==> src/rtl/rr_grant_sched.sv <==
// Round-robin grant scheduler: holds a one-hot grant until done, request drop
// or hold timeout, then hands over back-to-back using a rotating priority mask.
module rr_grant_sched #(
    parameter int unsigned DATA_WIDTH = 5,
    parameter int unsigned HOLD_MAX   = 16,
    parameter int unsigned IDX_W      = (DATA_WIDTH > 1) ? $clog2(DATA_WIDTH) : 1
) (
    input  logic                  i_clk,
    input  logic                  i_rst_n,
    input  logic [DATA_WIDTH-1:0] i_req,
    input  logic [DATA_WIDTH-1:0] i_done,
    output logic [DATA_WIDTH-1:0] o_grant,
    output logic                  o_gnt_vld,
    output logic [IDX_W-1:0]      o_gnt_idx,
    output logic                  o_busy,
    output logic                  o_timeout
);

    localparam int unsigned CNT_W = (HOLD_MAX > 0) ? $clog2(HOLD_MAX + 1) : 1;

    typedef enum logic {
        ST_IDLE,
        ST_BUSY
    } state_e;

    state_e                state_q, state_d;
    logic [DATA_WIDTH-1:0] grant_q, grant_d;
    logic                  vld_q, vld_d;
    logic [IDX_W-1:0]      idx_q, idx_d;
    logic [IDX_W-1:0]      ptr_q, ptr_d;
    logic [CNT_W-1:0]      cnt_q, cnt_d;
    logic                  timeout_q, timeout_d;

    logic [DATA_WIDTH-1:0] cand;
    logic [DATA_WIDTH-1:0] lo_mask;
    logic [DATA_WIDTH-1:0] hi;
    logic [DATA_WIDTH-1:0] pick;
    logic [IDX_W-1:0]      pick_idx;
    logic                  owner_done;
    logic                  owner_req;
    logic                  hold_to;
    logic                  load;

    // Candidates exclude the current owner while BUSY so it cannot re-win on release.
    always_comb begin
        cand     = (state_q == ST_IDLE) ? i_req : (i_req & ~grant_q);
        lo_mask  = (DATA_WIDTH'(1) << ptr_q) - DATA_WIDTH'(1);
        hi       = cand & ~lo_mask;
        pick     = (|hi) ? (hi & (~hi + DATA_WIDTH'(1)))
                         : (cand & (~cand + DATA_WIDTH'(1)));
        pick_idx = '0;
        for (int unsigned i = 0; i < DATA_WIDTH; i++) begin
            if (pick[i]) begin
                pick_idx = IDX_W'(i);
            end
        end
    end

    always_comb begin
        state_d    = state_q;
        grant_d    = grant_q;
        vld_d      = vld_q;
        idx_d      = idx_q;
        ptr_d      = ptr_q;
        cnt_d      = cnt_q;
        timeout_d  = 1'b0;
        load       = 1'b0;
        owner_done = |(i_done & grant_q);
        owner_req  = |(i_req & grant_q);
        hold_to    = (HOLD_MAX != 0) && (cnt_q == CNT_W'(HOLD_MAX - 1))
                     && !owner_done && owner_req;

        case (state_q)
            ST_IDLE: begin
                load = |cand;
            end
            ST_BUSY: begin
                if (owner_done || !owner_req || hold_to) begin
                    timeout_d = hold_to;
                    if (|cand) begin
                        load = 1'b1;
                    end else begin
                        state_d = ST_IDLE;
                        grant_d = '0;
                        vld_d   = 1'b0;
                        idx_d   = '0;
                    end
                end else if (cnt_q != {CNT_W{1'b1}}) begin
                    cnt_d = cnt_q + CNT_W'(1);
                end
            end
            default: state_d = ST_IDLE;
        endcase

        if (load) begin
            state_d = ST_BUSY;
            grant_d = pick;
            vld_d   = 1'b1;
            idx_d   = pick_idx;
            cnt_d   = '0;
            ptr_d   = (pick_idx == IDX_W'(DATA_WIDTH - 1)) ? '0 : pick_idx + IDX_W'(1);
        end
    end

    always_ff @(posedge i_clk or negedge i_rst_n) begin
        if (!i_rst_n) begin
            state_q   <= ST_IDLE;
            grant_q   <= '0;
            vld_q     <= 1'b0;
            idx_q     <= '0;
            ptr_q     <= '0;
            cnt_q     <= '0;
            timeout_q <= 1'b0;
        end else begin
            state_q   <= state_d;
            grant_q   <= grant_d;
            vld_q     <= vld_d;
            idx_q     <= idx_d;
            ptr_q     <= ptr_d;
            cnt_q     <= cnt_d;
            timeout_q <= timeout_d;
        end
    end

    assign o_grant   = grant_q;
    assign o_gnt_vld = vld_q;
    assign o_gnt_idx = idx_q;
    assign o_busy    = (state_q == ST_BUSY);
    assign o_timeout = timeout_q;

endmodule

==> config.mk <==
export PLATFORM = sky130hd
export DESIGN_NAME = rr_grant_sched
export DESIGN_NICKNAME = d
export VERILOG_FILES = /design/src/rtl/rr_grant_sched.sv
export SDC_FILE = /design/constraint.sdc
export NUM_CORES = 1
export LEC_CHECK = 0
export BUFFER_PORTS_ARGS = -buffer_cell sky130_fd_sc_hd__buf_2
export CELL_PAD_IN_SITES_DETAIL_PLACEMENT = 1
export CELL_PAD_IN_SITES_GLOBAL_PLACEMENT = 2
export CORE_ASPECT_RATIO = 0.7
export CORE_MARGIN = 2
export CORE_UTILIZATION = 33
export CTS_CLUSTER_DIAMETER = 50
export DETAILED_ROUTE_END_ITERATION = 6
export HOLD_SLACK_MARGIN = 0.06
export PLACE_DENSITY_LB_ADDON = 0.1
export SYNTH_ARGS = -nofsm -noshare
export SYNTH_HDL_FRONTEND = slang
export SYNTH_SLANG_ARGS = --single-unit
==> constraint.sdc <==
create_clock -name i_clk -period 3.2 [get_ports i_clk]
set_input_delay 0.32 -clock i_clk [delete_from_list [all_inputs] [get_ports i_clk]]
set_output_delay 0.32 -clock i_clk [all_outputs]
set_load 0.03 [all_outputs]
==> impl_results.md <==
* Max cap viols at 0
* I/O Buffers at 22
* Max Freq at 398.1 MHz
* Synthesized area at ~1200 um2
* Hold WC Path Type: input pin to register
* Htree depth at 1
* Critical path class: register to register
* Delay-heaviest family, CP: simple AND/OR/NAND/NOR gates
* # setup viols final at 0
* CTS Buf Count at 3
* Crit path cell chain: ha_1 -> and3_1 -> ha_1 -> nand4b_1 -> or2_2 -> mux2_4 -> mux2_4
* CTS sink count at 18
* Clock transition at the registers of the reported paths at ~0.07 ns
* ANT nets after route at 0
* Crit end category: register
* CP Launch Type: register
* Placed Cells at between 150 and 200
* Core footprint at 3468 um2
* Root buf cell: clkbuf_8
* First-pass GRT wire length at 5.023 mm
* Yosys reg bits at 18
* CTS max path bufs at 2
* Critical Path RT at 3.34 ns
* Initial antenna violation count at 0
* Power, Total at 1.348 mW
* DRC violations left at 0
* Crit share post-route at 78.50%
* Fin. Hold Viols at 0
* Final Instance Area at 1359 um2
* Slew Limit Headroom at 57.91%
* Synthesized Nets at 135
* Starting Density at 33.91%
* Most used DFF post-synth: dfrtp_1
* Shortest period the worst path allows at 2.512 ns
* Placed cell areas at 1308 um2
* Crit-path max cell delay at 0.46 ns
* Drt total wl at 3.150 mm
* Slew Viols, Final at 0
* Post-CTS Setup Inserts at 0
* Total GRT Usage at 16.95%
* Power density over the cells at 992.1 nW/um2
* Row count at 18
* Unrepaired setup endpoints after global routing: no
* Worst Path Arrival at 2.66 ns
* Number of flops mapped to enable cells by yosys at 0
* Worst Max-Slew Pin Slew at roughly 0.63 ns
* Area Overhead vs Synth at 15.53%
* DR pass1 iterations at 4
* CP bufs+invs at 0
* Asr flop ratio synth at 100.0%
* Chip Width at 75.36 um
* Most common cell after layout, fill and taps aside: buf_2
* Total grt overflow at 0
* Drt via density at 5.402
* Outcome: finished, final reports clean
* DP Wirelength at 2.409 mm
* Die Area at 4065 um2
* Filler Cell Count at 404
* Die Ht at 53.95 um
* N_diodes at 0
* Post-Route Setup TNS at 0 ns
* Initial DRC Count at between 50 and 60
* DR WL/cell at 16.67 um
* Worst-Skew Late Latency at ~0.25 ns
* Layout cells sized above 1 at a little over a quarter
* Maximum vdd drop at 0.4747 mV
* IO Count at 23
* Vias at 1021
* Non-Filler Instances at 189
* CTS tree: yes
* Most frequent cells in the layout: 22 x buf_2, 18 x dfrtp_1, 10 x nand2_1, 9 x o21ai_0
* Static leakage at about 0.62 nW
* Final #Nets at 157
* Synthesis warning total at 0
* Post-synthesis area per instance at 9.883 um2
* Largest net degree at the start of global routing at 19
* Distinct cell type count after synthesis at 45
* Skew final at 0.007140 ns
* Synth Instances at 119
* Vias in the first global route at 953
* Slowest-stage cell, CP: or2_2
* Final GP Congestion at 0.7386
* Seq/Total Area, Yosys at between 30% and 40%
* Worst-path fanout max at 11
==> metal layers <==
metal	track usage [%]	vias to the layer above	share of wire [%]
met5	0	-	0
met4	2.632	0	0.22
met3	4.120	2	6.3
met2	23.33	32	39
met1	26.81	494	55
li1	-	493	-
==> kinds of logic after synthesis <==
family	Yosys count	share of synthesized area, %
AO/OA/AOI/OAI	48	32.87
buffers and inverters	10	4.786
flip-flops	18	38.30
adder cells (fa/ha/maj)	4	4.255
multiplexers	3	3.511
AND/OR/NAND/NOR	36	16.28
==> power breakdown <==
group	internal (mW)	total, mW	switching [mW]
registers	0.303	0.421	0.118
clock network	0.0836	0.160	0.0764
logic	0.301	0.767	0.467
total	0.687	1.35	0.661
==> worst paths after layout <==
check,cells after the start,to,from,slack (ns)
setup / recovery,7,cnt_q[0],cnt_q[0],0.69
setup reg to reg,7,cnt_q[0],cnt_q[0],0.69
hold reg to reg,1,o_gnt_vld,o_gnt_vld,0.50
hold / removal,4,o_timeout,i_done[2],0.35
max in group asynchronous,2,o_grant[4],i_rst_n,2.34
min in group asynchronous,2,o_grant[0],i_rst_n,0.54
==> final cells by class <==
cell class / count / area [um2] / area share, %
Tap cell: 50 / 62.56 / 4.604
Sequential cell: 18 / 450.4 / 33.15
Multi-Input combinational cell: 91 / 669.4 / 49.26
Clock buffer: 3 / 41.29 / 3.039
Inverter: 4 / 15.01 / 1.105
Timing Repair Buffer: 23 / 120.1 / 8.840
==> synth_stat cells (2+ instances only) <==
cell type,n,area [um2]
nor3_1,3,15.01
nor2_1,7,26.28
o31ai_1,2,15.01
nand4b_1,2,17.52
o21ai_1,2,10.01
a21boi_2,2,22.52
a21oi_1,3,15.01
dfrtp_1,18,450.4
buf_4,2,15.01
a22oi_1,3,22.52
a21boi_0,2,15.01
buf_2,3,15.01
a21o_1,4,30.03
and3_1,2,12.51
o21ai_0,9,45.04
ha_1,4,50.05
nand2_1,10,37.54
a22o_1,7,61.31
inv_1,4,15.01
nand3_1,2,10.01
nor2b_1,3,18.77
mux2_4,2,30.03
==> what timing repair did <==
action | 4_1_cts | 5_1_grt
hold buffers | 1 | 0
resized for setup | 0 | 0
endpoints found under the setup margin | 0 | 0
hold endpoints to repair | 18 | 0
==> through the flow <==
stage	hold WS, ns	util, %	setup slack (ns)
2_1_floorplan	0.02441	-	0.8461
3_3_place_gp	0.2886	37.70	0.6863
3_5_place_dp	0.2875	37.70	0.7080
4_1_cts	0.3510	39.18	0.6841
5_1_grt	0.3810	39.18	0.5599
6_report	0.3497	39.18	0.6881
==> flip-flops by register name (all words and copies together) (netlist names) <==
register   cells
o_gnt_idx      2
o_gnt_vld      1
o_grant        5
o_busy         1
o_timeout      1
ptr_q          3
cnt_q          5
==> tightest hold or removal path: stages <==
cell and delay (ns):
buf_2 0.08, a21boi_2 0.05, nand4_1 0.08, nor2_1 0.04
Power figures use the tool's default switching activity.
